--- config.mk ---
export PLATFORM = sky130hd
export DESIGN_NAME = pong_game_sequencer
export DESIGN_NICKNAME = d
export VERILOG_FILES = /design/src/rtl/pong_pkg.sv /design/src/rtl/pong_game_sequencer_frame_edge_detect.sv /design/src/rtl/pong_game_sequencer.sv
export SDC_FILE = /design/constraint.sdc
export NUM_CORES = 1
export LEC_CHECK = 0
export CAP_MARGIN = 20
export CORE_MARGIN = 2
export CORE_UTILIZATION = 40
export CTS_CLUSTER_DIAMETER = 150
export DETAILED_ROUTE_END_ITERATION = 10
export SLEW_MARGIN = 20
export SYNTH_ARGS = -nofsm -noshare
export SYNTH_HDL_FRONTEND = slang
export SYNTH_HIERARCHICAL = 1
export SYNTH_SLANG_ARGS = --single-unit
export TNS_END_PERCENT = 1
--- constraint.sdc ---
create_clock -name Clock -period 2.9 [get_ports Clock]
set_input_delay 0.58 -clock Clock [delete_from_list [all_inputs] [get_ports Clock]]
set_output_delay 0.58 -clock Clock [all_outputs]
set_load 0.05 [all_outputs]
--- src/rtl/pong_pkg.sv ---
// Shared definitions for the Pong game sequencer: phase encoding, field widths
// and default frame counts.
package pong_pkg;

  typedef enum logic [2:0] {
    IDLE  = 3'd0,
    SERVE = 3'd1,
    PLAY  = 3'd2,
    MISS  = 3'd3,
    OVER  = 3'd4
  } phase_t;

  localparam int unsigned STATE_W = 3;
  localparam int unsigned LIVES_W = 3;
  localparam int unsigned LEVEL_W = 2;
  localparam int unsigned SCORE_W_DEF = 8;

  localparam int unsigned SERVE_FRAMES_DEF   = 60;
  localparam int unsigned MISS_FRAMES_DEF    = 30;
  localparam int unsigned START_LIVES_DEF    = 3;
  localparam int unsigned HITS_PER_LEVEL_DEF = 4;

  localparam logic [LEVEL_W-1:0] LEVEL_MAX = '1;

endpackage

--- src/rtl/pong_game_sequencer_frame_edge_detect.sv ---
// Edge detectors for vsync (falling edge -> frame tick) and start (rising edge).
module frame_edge_detect (
  input  logic Clock,
  input  logic Reset,
  input  logic vsync,
  input  logic start,
  output logic tick,
  output logic start_rise
);

  logic vsync_q;
  logic start_q;
  logic armed;

  always_ff @(posedge Clock or negedge Reset) begin
    if (!Reset) begin
      vsync_q <= 1'b1;
      start_q <= 1'b1;
      armed   <= 1'b0;
    end else begin
      vsync_q <= vsync;
      start_q <= start;
      armed   <= 1'b1;
    end
  end

  // vsync may already be low when reset releases; the first cycle only loads
  // vsync_q so that level is not mistaken for a fresh falling edge.
  assign tick       = armed & vsync_q & ~vsync;
  assign start_rise = start & ~start_q;

endmodule

--- src/rtl/pong_game_sequencer.sv ---
// Frame-synchronous Pong phase controller owning score, lives and speed level.
// Optional feature macro: PONG_SPEEDUP_EN (level rises every HITS_PER_LEVEL hits).
module pong_game_sequencer
  import pong_pkg::*;
#(
  parameter int unsigned SERVE_FRAMES   = SERVE_FRAMES_DEF,
  parameter int unsigned MISS_FRAMES    = MISS_FRAMES_DEF,
  parameter int unsigned START_LIVES    = START_LIVES_DEF,
  parameter int unsigned SCORE_W        = SCORE_W_DEF,
  parameter int unsigned HITS_PER_LEVEL = HITS_PER_LEVEL_DEF
) (
  input  logic               Clock,
  input  logic               Reset,
  input  logic               vsync,
  input  logic               start,
  input  logic               paddle_hit,
  input  logic               ball_miss,
  output logic [STATE_W-1:0] state,
  output logic               frame_tick,
  output logic               ball_reset,
  output logic               ball_move_en,
  output logic               paddle_move_en,
  output logic [SCORE_W-1:0] score,
  output logic [LIVES_W-1:0] lives,
  output logic [LEVEL_W-1:0] level
);

  localparam int unsigned CNT_MAX = (SERVE_FRAMES > MISS_FRAMES) ? SERVE_FRAMES : MISS_FRAMES;
  localparam int unsigned CNT_W   = (CNT_MAX > 1) ? $clog2(CNT_MAX) : 1;

  phase_t             phase_q, phase_d;
  logic [CNT_W-1:0]   cnt_q, cnt_d;
  logic [SCORE_W-1:0] score_d;
  logic [LIVES_W-1:0] lives_d;
  logic [LEVEL_W-1:0] level_d;
  logic               reinit;
  logic               tick;
  logic               start_rise;

  frame_edge_detect u_edge (
    .Clock      (Clock),
    .Reset      (Reset),
    .vsync      (vsync),
    .start      (start),
    .tick       (tick),
    .start_rise (start_rise)
  );

`ifdef PONG_SPEEDUP_EN
  localparam int unsigned HC_W = (HITS_PER_LEVEL > 1) ? $clog2(HITS_PER_LEVEL) : 1;

  logic [HC_W-1:0] hits_q, hits_d;
  logic            hit_ok;
  logic            hit_wrap;

  assign hit_ok   = (phase_q == PLAY) & paddle_hit & ~ball_miss;
  assign hit_wrap = hit_ok && (hits_q == HC_W'(HITS_PER_LEVEL - 1));

  always_comb begin
    hits_d = hits_q;
    if (reinit)        hits_d = '0;
    else if (hit_wrap) hits_d = '0;
    else if (hit_ok)   hits_d = hits_q + 1'b1;
  end

  always_ff @(posedge Clock or negedge Reset) begin
    if (!Reset) hits_q <= '0;
    else        hits_q <= hits_d;
  end
`endif

  // The raw tick is consumed by the phase current at that edge only, so a tick
  // that causes a transition is never also counted by the phase it enters.
  always_comb begin
    phase_d = phase_q;
    cnt_d   = cnt_q;
    score_d = score;
    lives_d = lives;
    level_d = level;
    reinit  = 1'b0;
    case (phase_q)
      IDLE, OVER: begin
        if (start_rise) begin
          phase_d = SERVE;
          reinit  = 1'b1;
        end
      end
      SERVE: begin
        if (tick) begin
          if (cnt_q == CNT_W'(SERVE_FRAMES - 1)) begin
            cnt_d   = '0;
            phase_d = PLAY;
          end else begin
            cnt_d = cnt_q + 1'b1;
          end
        end
      end
      PLAY: begin
        if (ball_miss) begin
          phase_d = MISS;
          lives_d = lives - 1'b1;
          cnt_d   = '0;
        end else if (paddle_hit && (score != '1)) begin
          score_d = score + 1'b1;
        end
      end
      MISS: begin
        if (tick) begin
          if (cnt_q == CNT_W'(MISS_FRAMES - 1)) begin
            cnt_d   = '0;
            phase_d = (lives == '0) ? OVER : SERVE;
          end else begin
            cnt_d = cnt_q + 1'b1;
          end
        end
      end
      default: phase_d = IDLE;
    endcase
`ifdef PONG_SPEEDUP_EN
    if (hit_wrap && (level != LEVEL_MAX)) level_d = level + 1'b1;
`endif
    if (reinit) begin
      score_d = '0;
      lives_d = LIVES_W'(START_LIVES);
      level_d = '0;
      cnt_d   = '0;
    end
  end

  always_ff @(posedge Clock or negedge Reset) begin
    if (!Reset) begin
      phase_q        <= IDLE;
      cnt_q          <= '0;
      score          <= '0;
      lives          <= LIVES_W'(START_LIVES);
      level          <= '0;
      frame_tick     <= 1'b0;
      ball_move_en   <= 1'b0;
      paddle_move_en <= 1'b0;
      ball_reset     <= 1'b1;
    end else begin
      phase_q        <= phase_d;
      cnt_q          <= cnt_d;
      score          <= score_d;
      lives          <= lives_d;
      level          <= level_d;
      frame_tick     <= tick;
      ball_move_en   <= tick && (phase_q == PLAY);
      paddle_move_en <= tick && ((phase_q == SERVE) || (phase_q == PLAY));
      ball_reset     <= (phase_d == IDLE) || (phase_d == SERVE);
    end
  end

  assign state = phase_q;

endmodule

After elaboration in Yosys (flattened, before gate mapping). Index checks and enable logic that the tools add are counted.

Register bits: 27. Bits of input ports: 6. Output and inout port bits: 20. Word-level logic and storage cells: 71.

Add/subtract/negate cells: 3. Eq/ne operators: 12. Muxes and demuxes: 24. Bitwise operators: 5. Reductions and logical operators: 16.

Operators by type and width (count): two-way mux 6 bit (6); two-way mux 8 bit (4); two-way mux 3 bit (10); one-hot mux 6 bit (3 select lines) (1); one-hot mux 3 bit (4 select lines) (1); logical NOT 3 bit (3); inequality test 3 bit (second input constant) (3); adder 8 x 1 -> 8 bit (second input constant) (1); inequality test 8 bit (second input constant) (1); adder 6 x 1 -> 6 bit (second input constant) (1); equality test 3 x 1 -> 1 bit (second input constant) (2); equality test 3 x 2 -> 1 bit (second input constant) (2); equality test 6 x 5 -> 1 bit (second input constant) (1); equality test 6 bit (second input constant) (1); nonzero test 2 bit (3); AND reduction 4 bit (1); nonzero test 4 bit (1); bitwise AND 1 bit (3); equality test 3 bit (second input constant) (1); logical AND 1 bit (3); AND reduction 3 bit (1); subtractor 3 x 1 -> 3 bit (second input constant) (1); logical OR 1 bit (2); two-way mux 1 bit (2); 4 further kinds (5).

Longest topological paths before layout. Gate-level depths: netlist of run 1.

Depth in word-level cells: 7. Gate-level depth with buffers: 6. Mapped depth without buffers: 6.

By module. The synthesis of run 1 kept the hierarchy.

By module, submodules not included: pong_game_sequencer (instances 1, cells an instance 134, area an instance 1392.6 um^2, seq. area each 604.3 um^2); frame_edge_detect (instances 1, cells an instance 6, area an instance 96.3 um^2, seq. area each 77.6 um^2).

Worst setup path before layout of run 1. Ideal clock, no wire load.

Path type: register to register. Start point: register phase_q[1] (netlist: state[1]). End point: register cnt_q[2]. Library setup time: 141 ps. Arrival time: 1695 ps. Data required time: 2759 ps. Slack: 1064 ps. Cell stages (with the launch flop): 7. Path buffers: 2. Clock period less this slack: 1836 ps. Cells stage by stage: dfrtp_1 buf_4 nor3b_2 buf_2 or3_4 o2111ai_1 o311ai_2.

Cells in the longest elaborated chain, start to end: 5. Elaborated cells between the ends (all ways): 14. Those cells by class: 7 x eq/ne; 3 x mux; 4 x reduce/logical.

RTL lines: start, declared (line pong_game_sequencer.sv:31) `phase_t phase_q, phase_d;`; start signal, assigned (line pong_game_sequencer.sv:142) `phase_q <= phase_d;`; equality test 3 bit / logical NOT 3 bit (equally long branches) (line pong_game_sequencer.sv:81) `case (phase_q)`; OR reduction 2 bit (line pong_game_sequencer.sv:81); two-way mux 1 bit (line pong_game_sequencer.sv:81); inequality test 3 bit (no source line) / nonzero test 4 bit (equally long branches); AND reduction 4 bit (no source line); end signal, assigned (line pong_game_sequencer.sv:143) `cnt_q <= cnt_d;`; end, declared (line pong_game_sequencer.sv:32) `logic [CNT_W-1:0] cnt_q, cnt_d;`.

Several ways; a longest one is shown, not always the timed one. A chain may end at the register's enable or synchronous reset.

Worst setup path in the final report of run 1.
Start point: register phase_q[0] (netlist: state[0]). End point: output state[0].

RTL lines: end, declared (line pong_game_sequencer.sv:18) `output logic [STATE_W-1:0] state,`.

No word-level cell between the ends.

==> results of run 1 <==
[cells in the final DEF (no fill, tap or decap), types with 2 or more instances in the layout]
master / n
clkdlybuf4s50_1: 23
dfrtp_1: 22
nand2_1: 13
nor2_1: 9
o21ai_0: 8
nand3_1: 7
inv_1: 6
a21oi_1: 6
o211ai_1: 5
ha_1: 5
dfstp_2: 5
o31ai_1: 3
nor2b_1: 3
or3_1: 3
and3b_1: 3
nor3_1: 3
conb_1: 3
clkbuf_8: 3
nand3b_1: 2
and2_1: 2
xor2_1: 2
mux2i_1: 2
buf_4: 2
[final cells by class]
class	instances	area, µm²	share of cell area (%)
multi-input combinational	103	749	41.5
sequential	27	682	37.8
timing repair buffer	25	245	13.6
tap	48	60.1	3.33
clock buffer	4	45.0	2.50
inverter	6	22.5	1.25
[routing by layer]
layer | up-vias | wire (µm) | part of all wire, % | global-route usage [%]
met5 | - | 0 | 0 | 0
met4 | 0 | 34 | 1.2 | 5.47
met3 | 4 | 98 | 3.4 | 1.74
met2 | 22 | 1340 | 47 | 23.8
met1 | 564 | 1380 | 48 | 20.4
li1 | 553 | - | - | -
[cells by family (layout without fill, tap and decap cells)]
logic type               Yosys count  after routing
AO/OA/AOI/OAI                     32             32
XOR/XNOR                           3              3
adder cells (fa/ha/maj)            5              5
buffers and inverters             11             35
flip-flops                        27             27
multiplexers                       2              2
other                              2              3
AND/OR/NAND/NOR                   58             58
[where the power goes]
| group | internal, mW | switching (mW) | total [mW] | leakage, nW |
|---|---|---|---|---|
| registers | 0.412 | 0.0456 | 0.457 | 0.329 |
| clock network | 0.0983 | 0.112 | 0.210 | 0.0228 |
| logic | 0.0879 | 0.131 | 0.219 | 0.407 |
[metrics by stage]
stage / hold WS [ns] / total power, mW / std cells
final: 0.528 / 0.886 / 213
after CTS: 0.524 / 0.899 / 213
after detailed placement: 0.509 / 0.686 / 209
after floorplan: 0.284 / 0.624 / 141
after global placement: 0.502 / 0.677 / 209
after global routing: 0.559 / 0.946 / 213
[cell usage after synthesis, types with 2 or more instances]
master     n
a21oi_1    6
and2_1     2
and3b_1    3
buf_4      3
conb_1     2
dfrtp_1   22
dfstp_2    5
ha_1       5
inv_1      6
mux2i_1    2
nand2_1   13
nand3_1    7
nand3b_1   2
nor2_1     9
nor2b_1    3
nor3_1     3
o211ai_1   5
o21ai_0    8
o31ai_1    3
or3_1      3
xor2_1     2
[worst min path at each step]
stage,end
2_1_floorplan,ball_move_en$_DFF_PN0_
3_3_place_gp,score[6]$_DFFE_PN0P_
3_5_place_dp,score[6]$_DFFE_PN0P_
4_1_cts,score[6]$_DFFE_PN0P_
5_1_grt,score[6]$_DFFE_PN0P_
6_report,score[6]$_DFFE_PN0P_
[registers in the layout (all words and copies together) (netlist names)]
signal,count
score,8
cnt_q,6
lives,3
state,3
ball_move_en,1
ball_reset,1
frame_tick,1
paddle_move_en,1
u_edge/armed,1
u_edge/start_q,1
u_edge/vsync_q,1
==> results, run 1 <==
- The placed standard-cell area is 1760 µm².
- After filler insertion, the fill cell instance count of the layout stands at 347.
- The worst IR drop on VDD is between 0.2 and 0.3 mV.
- The count of antenna-violating nets left after detailed routing is 0.
- In this run the number of cells on the critical path is 1.
- The area of the placeable core is 3610 µm².
- Setup violations remaining at the end of the flow were counted as 0.
- Timing would allow up to 0.426 GHz.
- The final HPWL from detailed placement is 2.15 mm.
- The detailed-route via count is 1,143.
- After synthesis, the mean cell area works out to 10.6 µm².
- The initial utilization of the core area, before any placement, comes to 41.3%.
- The number of buffers inserted by port buffering is 23.
- CTS built an H-tree with a depth of 1.
- The die covers 4230 µm².
- The flow ran to the end, and the final reports show no timing, DRC or antenna violations.
- The signal on the critical path passes through clkdlybuf4s50_1.
- STA puts the critical path data required time at 2.32 ns.
- At the later pin of the worst-skew pair, clock insertion delay measures 0.27 ns.
- The largest stage delay on the critical path is 0.89 ns.
- After clock tree synthesis, the repair step resized 0 gates.
- In the synthesized netlist, the number of instances is 140.
- TritonCTS built the clock tree.
- The initial antenna violation count is 0.
- The slack of the worst reg-to-reg path is 1.10 ns.
- In this run, the number of DRC markers left after iteration 0 of detailed routing was 50.
- The share of layout cells above drive strength 1 is 13.9%.
- For this run, the leading register cell type out of synthesis is dfrtp_1.
- After routing, the total negative slack on setup checks comes to 0 ns.
- The global routing usage summed across all routing layers is between 10% and 20%.
- The path type of the worst setup path is reg2out.
- The total iterations of the first detailed-routing run is 4.
- Data on the critical path arrives at its endpoint at 1.77 ns.
- Setup repair after global routing left no endpoint under its margin.
- Dividing the final minimum period by the clock period gives between 80 and 90%.
- Synthesis inferred 27 register bits.
- Cells fill 50.0% of the core in the end.
- The die is 65.0 µm wide.
- The critical path starts at state[0]$_DFF_PN0_.
- The via count of the first global-routing pass is 1,042.
- After clock tree synthesis, the flow added hold-fix buffers numbering 0.
- The count of clock tree sinks is 27.
- The power per unit of standard cell area is approximately 500 nW/µm².
- Entering global routing, the biggest net connects 28 pins.
- The share of the yosys chip area belonging to registers is a little under half.
- Measured in cells, the most critical reg-to-reg path has a length of 5.
- The warning count from the yosys run is 6.
- In this run the tightest slew margin relative to its limit is 66.2%.
- The post-detailed-route wirelength per cell is 13.4 µm.
- Yosys attributes the largest share of cell area to dfrtp_1, dfstp_2, ha_1, nand2_1, o21ai_0.
- For this block, the routed nets add up to 2.85 mm of wire.
- The worst-margin pin slew is 0.504 ns.
- STA classifies the critical path endpoint as an output port.
- Once layout is done, the placed cells without fillers occupy between 1500 and 2000 µm².
- The die span in y is 65.0 µm.
- The launch point of the worst hold path is score[6]$_DFFE_PN0P_.
- The fraction of the mapped netlist area in compound gates is 17.6%.
- The post-placement setup slack is 0.578 ns.
- Max-cap violations in this run came to 0.
- The worst setup path is launched from a flip-flop.
- Together, buffers and inverters on the worst path number 1.
- After clock tree synthesis, the clock-pin slew on the worst setup and hold paths is 0.09 ns.
- The maximum buffer depth of the clock tree is 2.
- The dominant cell type by area after synthesis is dfrtp_1.
- The synthesized netlist devotes 24.7% of its cell area to simple gates.
- Across the routed clock network, the largest skew measured is 0.00230 ns.
- Using the TritonRoute via totals, the vias-per-cell ratio works out to 5.37.
- The number of antenna diodes in the final layout is 0.
- After the last flow step, the layout net total stands at 177.
- The weighted congestion reported at the end of routability-driven placement is 0.760.
- The number of synthesized flops with an enable pin is 0.
- The wire length of the first global-routing pass is between 4 and 5 mm.
- In the routed design, unresolved DRC markers number 0.
- The shortest clock period the worst path allows after layout is 2.35 ns.
- The top-level I/O count is 26.
- The final setup slack of the worst path is between 0.5 and 0.6 ns.
- The cell at the root of the clock tree is clkbuf_8.
- The type of the most critical hold path is reg2reg.
- The post-CTS repair timing setup buffer count is 0.
- The standby leakage power is 0.759 nW.
- The cell area that synthesis handed to floorplanning was 1490 µm².
- Counting instances, the worst hold path has a depth of 1.
- Compared with the post-synthesis result, the final layout area differs by 21.2%.
- The number of buffers created by CTS is 3.
- The proportion of synthesized area in mux cells is 1.34%.
- In this run the worst path has a maximum fanout of 9.
- The most critical setup path has its endpoint at state[0].
- Summing the areas of all xor and xnor instances in the mapped netlist gives 1.76% of the synthesized area.
- For this design, the slowest cell found on the critical path is clkdlybuf4s50_1.
- The total overflow left after global routing is 0.
- The number of standard-cell rows in the floorplan is 22.
- The post-synthesis async set-or-reset flop share is 100%.
- By area, the combinational part of the netlist is dominated by simple AND/OR/NAND/NOR gates.
- The hold violation total from the final report is 0.
- The launch point of the worst reg-to-reg path is cnt_q[0]$_DFFE_PN0P_.
- The cell class contributing the biggest share of worst-path delay is buffers and inverters.
- The synthesized netlist devotes 4.20% of its cell area to adder and majority cells.
- The synthesized netlist contains 47 unique library cells.
- The final count of pins violating max slew is 0.
- The fraction of synthesized cell area taken by the top area cell type is 37.0%.
- In this run the critical register-to-register path is captured at cnt_q[2]$_DFFE_PN0P_.
No activity file was read; power rests on OpenSTA's default activity.
==> run 2, diff against run 1 <==
clock period = 2.3 ns   (was 2.9 ns; I/O delays follow)
==> results, run 2 (synthesis gave the netlist of run 1 again) <==
- The run finished with clean final reports.
- The path type of the worst setup path is reg2out.
- The routed wire length was 2.81 mm (-1.4%).
- The flip-flop count of the largest register after layout is 8 (unchanged).
- Of the available clock period, the critical path in the final layout requires 93.5%.
- The initial cell density of the core is 41.3% (unchanged).
- The total DRC errors in the routed layout was 0 (unchanged).
- The setup skew after layout is 0.00217 ns (-0.000132 ns).
- The data arrival time of the worst path was 1.69 ns (-0.08 ns).
- In this run the worst hold path is classified as reg2reg.
- The maximum buffer depth of the clock tree was 2 (unchanged).
- Tracing the worst setup path back leads to its startpoint at state[1]$_DFF_PN0_.
- The number of standard-cell rows in the floorplan is 22 (unchanged).
- The total negative slack is 0 ns (unchanged).
- The via-per-instance ratio came to 5.18 (-3.4%).
- The standby leakage power was 0.784 nW (+3.3%).
- The reg-to-reg endpoint is cnt_q[2]$_DFFE_PN0P_.
- The floorplan die width came to 65.0 µm (unchanged).
- The die span in y is 65.0 µm (unchanged).
- The weighted congestion reported at the end of routability-driven placement is 0.808 (+6.3%).
- The worst path buffer plus inverter count is 1 (unchanged).
- The number of antenna repair diodes was 0 (unchanged).
- The largest registers in the layout are score x8, cnt_q x6.
- The utilization after layout is 51.1% (+1.0 points).
- The number of H-tree levels is 1 (unchanged).
- Among cell families on the critical path, the largest total delay comes from buffers and inverters.
- The critical-path cell with the highest stage delay is clkdlybuf4s50_1.
- The total of cells resized after clock tree synthesis came to 0 (unchanged).
- The total iterations of the first detailed-routing run is 4 (unchanged).
- The count of antenna-violating nets left after detailed routing came to 0 (unchanged).
- TritonCTS built the clock tree.
- The post-detailed-route wirelength per cell is 12.9 µm (-3.6%).
- The clock insertion delay at the later pin of the skew report was 0.27 ns (about the same).
- The final count of pins violating max slew is 0 (unchanged).
- The tightest slew margin relative to the limit came to 66.1% (-0.10 points).
- The number of maximum-capacitance violations is 0 (unchanged).
- The power per unit of standard cell area came to 606 nW/µm² (+23%).
- The area added between synthesis and finish is 23.7%.
- The post-placement cell count was 214 (+2.4%).
- The area of the placeable core is 3610 µm² (unchanged).
- The worst IR drop on VDD came to 0.276 mV (+3.1%).
- The number of buffers created by CTS was 3 (unchanged).
- The top-level I/O count came to 26 (unchanged).
- The total grt overflow is 0 (unchanged).
- The register with the most flip-flops in the final layout is score.
- The critical path required time is 1.84 ns (-0.48 ns).
- The root buffer cell chosen for the clock tree is clkbuf_8.
- The maximum fanout count along the critical path is 11 (+2).
- The wire length of the first global-routing pass is 5.40 mm (+11%).
- The count of cells along the worst hold path came to 1 (unchanged).
- The most common cell after layout, fill and taps aside is clkdlybuf4s50_1.
- The total of endpoints with negative setup slack in the final report is 0 (unchanged).
- The final net count came to 182 (+2.8%).
- Setup repair after global routing left no endpoint under its margin.
- The post-CTS repair timing setup buffer count is 0 (unchanged).
- The hold violation total from the final report is 0 (unchanged).
- The end point of the critical path is state[1].
- The critical path goes through clkdlybuf4s50_1.
- The final cell count without fillers came to 218 (+2.3%).
- The detailed-route via count is 1,130 (-1.1%).
- The count of routing violations after the opening detailed-route iteration is 59 (+18%).
- The count of clock tree sinks was 27 (unchanged).
- The initial antenna violation count is 0 (unchanged).
- The number of buffers inserted by port buffering is 23 (unchanged).
- The logic depth of the worst register-to-register path is 5 (unchanged).
- The slack of the worst reg-to-reg path is 0.50 ns (-0.60 ns).
- The global routing usage summed across all routing layers came to 16.3% (+1.6 points).
- The share of layout cells above drive strength 1 came to 16.5% (+2.5 points).
- The clock transition at the register clock pins on the worst setup and hold paths after CTS was 0.09 ns (about the same).
- The capturing element type of the critical path is an output port.
- The via count of the first global-routing pass is 1,145 (+9.9%).
- In this run the critical register-to-register path is launched from cnt_q[0]$_DFFE_PN0P_.
- The worst-margin pin slew was 0.506 ns (+0.00205 ns).
- The full die area is 4230 µm² (unchanged).
- The number of cells on the critical path is 1 (unchanged).
- The upper clock frequency limit is 0.465 GHz.
- The kind of launch point of the worst setup path is a flip-flop.
- The final HPWL from detailed placement is 2.13 mm (-0.62%).
- The number of buffers added to fix hold violations after cts is 0 (unchanged).
- The pin count of the biggest net entering global routing is 28 (unchanged).
- The largest stage delay on the critical path was 0.88 ns (about the same).
- The top cell types in the final layout, fill and taps aside, are clkdlybuf4s50_1, dfrtp_1, nand2_1, nor2_1, o21ai_0.
- The total chip power is 1.12 mW (+26%).
- Subtracting the final worst setup slack from the clock period gives 2.15 ns.
-- run 2: changes by cell type in the layout (fill, tap and decap cells not counted) --
cell   delta
buf_4     +5
-- run 2: worst min path at each step --
stage	start	to	slack, ns
global route	score[6]$_DFFE_PN0P_	score[6]$_DFFE_PN0P_	0.56
global placement	score[6]$_DFFE_PN0P_	score[6]$_DFFE_PN0P_	0.51
CTS	score[6]$_DFFE_PN0P_	score[6]$_DFFE_PN0P_	0.54
finish	score[6]$_DFFE_PN0P_	score[6]$_DFFE_PN0P_	0.53
floorplan	Reset	ball_move_en$_DFF_PN0_	0.16
detailed placement	score[6]$_DFFE_PN0P_	score[6]$_DFFE_PN0P_	0.52
-- run 2: area by class of cell --
| type | instances | area (µm²) |
|---|---|---|
| flip-flops and latches | 27 | 682 |
| fillers | 331 | 1760 |
| multi-input cells | 103 | 749 |
| clock buffers | 4 | 45.0 |
| well taps | 48 | 60.1 |
| repair buffers | 30 | 283 |
| inverters | 6 | 22.5 |
-- run 2: metal layers --
metal  up-vias  part of all wire [%]  GRT usage (%)
met4         0                   2.1           6.77
met1       538                    47           22.6
met5         -                     0              0
met3         7                   3.8           2.43
li1        559                     -              -
met2        26                    47           25.6
-- run 2: worst register-to-register path: cells and delay by family (launching register included) --
family / cells / cell delay [ns]
DFF: 1 / 0.43
and+or+nand+nor: 2 / 0.36
AOI/OAI and AO/OA: 2 / 0.64
adders and majority gates: 1 / 0.28
-- run 2: per-stage QoR --
stage	setup WS, ns	hold slack, ns	cell area (µm²)
after global routing	0.0663	0.564	1840
after global placement	0.116	0.506	1800
after CTS	0.130	0.538	1840
final	0.149	0.528	1840
after detailed placement	0.0529	0.523	1800
after floorplan	0.464	0.164	1490
-- run 2: where the power goes --
group          switching [mW]  total [mW]  internal (mW)
Sequential             0.0499       0.569          0.519
Combinational           0.167       0.282          0.115
Clock                   0.141       0.265          0.124
Total                   0.358        1.12          0.758
==> run 3, diff against run 2 <==
CORE_ASPECT_RATIO = 0.9   (was default)
==> results, run 3 (synthesis gave the netlist of run 1 again) <==
- The final setup slack of the worst path is 0.201 ns (+0.0522 ns).
- The fill cell instance count of the final layout came to 332 (+0.30%).
- The placed standard-cell area is 1790 µm² (-0.56%).
- The number of buffers inserted by port buffering is 23 (unchanged).
- In this run the critical register-to-register path is captured at cnt_q[2]$_DFFE_PN0P_.
- The number of standard-cell rows in the floorplan came to 21 (-4.5%).
- The die span in y is 61.9 µm (-4.8%).
- The count of routing violations after the opening detailed-route iteration came to 38 (-36%).
- Routed signal wires occupy layers up through met4.
- The slack of the worst reg-to-reg path came to 0.49 ns (about the same).
- The kind of launch point of the worst setup path is a flip-flop.
- The via count of the first global-routing pass was 1,055 (-7.9%).
- The tree is rooted in a clkbuf_8.
- The critical path ends at lives[0].
- The count of antenna-violating nets left after detailed routing is 0 (unchanged).
- The final net count is 181 (-0.55%).
- The hold violation total from the final report is 0 (unchanged).
- The worst hold slack came to 0.524 ns (-0.00477 ns).
- The total chip power is 1.12 mW (+0.65%).
- The tightest slew margin relative to the limit is 66.6% (+0.48 points).
- The final cell count without fillers came to 215 (-1.4%).
- The setup skew after layout is 0.00387 ns (+0.00170 ns).
- The area of the placeable core came to 3650 µm² (+1.3%).
- The most common cell after layout, fill and taps aside is clkdlybuf4s50_1.
- score holds more flip-flops than any other register.
- The total of cells resized after clock tree synthesis is 0 (unchanged).
- The top-level I/O count is 26 (unchanged).
- The via-per-instance ratio is 5.33 (+2.9%).
- The wire length of the first global-routing pass is 4.90 mm (-9.2%).
- The number of cells on the critical path was 1 (unchanged).
- Walking the worst path, the cells encountered are clkdlybuf4s50_1.
- The run finished with clean final reports.
- The clock transition at the register clock pins on the worst setup and hold paths after CTS is 0.09 ns (about the same).
- The full die area is 4230 µm² (about the same).
- The post-placement setup slack is 0.0439 ns (-0.00896 ns).
- In the layout the commonest cells are clkdlybuf4s50_1, dfrtp_1, nand2_1, nor2_1, o21ai_0.
- The upper clock frequency limit was 0.476 GHz (+2.5%).
- The critical path required time came to 1.84 ns (about the same).
- The worst IR drop on VDD came to 0.287 mV (+4.3%).
- Setup repair after global routing left no endpoint under its margin.
- The utilization after layout was 50.2% (-0.92 points).
- The total grt overflow is 0 (unchanged).
- The maximum buffer depth of the clock tree is 2 (unchanged).
- The power per unit of standard cell area was 613 nW/µm² (+1.2%).
- The wire length on met3 came to 99 µm (-6.6%).
- The initial cell density of the core is 40.8% (-0.52 points).
- The count of clock tree sinks is 27 (unchanged).
- The detailed-route via count was 1,147 (+1.5%).
- The number of buffers created by CTS is 3 (unchanged).
- The most critical setup path has its startpoint at lives[0]$_DFFE_PN1P_.
- The number of maximum-capacitance violations is 0 (unchanged).
- The share of layout cells above drive strength 1 is 16.0% (-0.49 points).
- STA classifies the critical path endpoint as an output port.
- The met2 wire length is 1.29 mm (-2.8%).
- The clock insertion delay at the later pin of the skew report came to 0.27 ns (about the same).
- The launch point of the worst reg-to-reg path is cnt_q[0]$_DFFE_PN0P_.
- The post-placement cell count is 211 (-1.4%).
- The total DRC errors in the routed layout is 0 (unchanged).
- The flip-flop count of the largest register after layout is 8 (unchanged).
- On the critical path the largest part of the delay comes from buffers and inverters.
- The standby leakage power came to 0.779 nW (-0.56%).
- The initial antenna violation count is 0 (unchanged).
- The total of endpoints with negative setup slack in the final report is 0 (unchanged).
- TritonCTS built the clock tree.
- The design area came to 1830 µm² (-0.54%).
- The number of antenna repair diodes is 0 (unchanged).
- The largest stage delay on the critical path is 0.80 ns (-0.08 ns).
- The final HPWL from detailed placement is 2.24 mm (+5.0%).
- The post-CTS repair timing setup buffer count is 0 (unchanged).
- The number of H-tree levels is 1 (unchanged).
- The type of the most critical hold path is reg2reg.
- The met1 layer wirelength in the final routing is 1.52 mm (+15%).
- On the critical path, the stage with the largest delay is an instance of clkdlybuf4s50_1.
- The logic depth of the worst register-to-register path is 5 (unchanged).
- The final critical-path share of the clock period is 91.3% (-2.3 points).
- The worst path buffer plus inverter count is 1 (unchanged).
- The total negative slack was 0 ns (unchanged).
- The post-detailed-route wirelength per cell is 13.7 µm (+5.9%).
- The pin count of the biggest net entering global routing is 28 (unchanged).
- The weighted congestion reported at the end of routability-driven placement is 0.852 (+5.4%).
- The total iterations of the first detailed-routing run is 4 (unchanged).
- The maximum fanout count along the critical path came to 4 (-7).
- Relative to the synthesized area, the layout overhead comes to 23.0%.
- The largest registers in the layout are score x8, cnt_q x6.
- The data arrival time of the worst path was 1.64 ns (-0.05 ns).
- The global routing usage summed across all routing layers is 15.4% (-0.94 points).
- The path type of the worst setup path is reg2out.
- The final count of pins violating max slew was 0 (unchanged).
- The routed wire length is 2.94 mm (+4.5%).
- The floorplan die width came to 68.3 µm (+5.1%).
- The shortest clock period the worst path allows after layout is 2.10 ns (-0.0522 ns).
- The worst-margin pin slew came to 0.499 ns (-0.00656 ns).
- The number of buffers added to fix hold violations after cts was 0 (unchanged).
-- run 3: cell type report --
type	instances	area, µm²	share of cell area, %
Multi-Input combinational cell	103	749	40.9
Clock buffer	4	45.0	2.46
Sequential cell	27	682	37.2
Inverter	6	22.5	1.23
Tap cell	46	57.6	3.14
Timing Repair Buffer	29	275	15.0
-- run 3: routing by layer --
layer	vias to the layer above	GRT usage, %
met4	0	4.29
met5	-	0
met2	23	23.0
li1	563	-
met1	557	22.9
met3	4	2.70
-- run 3: worst min-delay path by stage --
stage               cells after the start                     end  slack (ns)            startpoint
floorplan                               0  ball_move_en$_DFF_PN0_        0.16                 Reset
global placement                        1    score[6]$_DFFE_PN0P_        0.51  score[6]$_DFFE_PN0P_
detailed placement                      1    score[6]$_DFFE_PN0P_        0.50  score[6]$_DFFE_PN0P_
CTS                                     1    score[6]$_DFFE_PN0P_        0.52  score[6]$_DFFE_PN0P_
global route                            1    score[6]$_DFFE_PN0P_        0.53  score[6]$_DFFE_PN0P_
finish                                  1    score[6]$_DFFE_PN0P_        0.52  score[6]$_DFFE_PN0P_
-- run 3: report_power, final --
group	switching (mW)	internal, mW	leakage, nW
sequential	0.0486	0.519	0.329
clock	0.141	0.124	0.0228
combinational	0.175	0.115	0.427
total	0.364	0.758	0.779
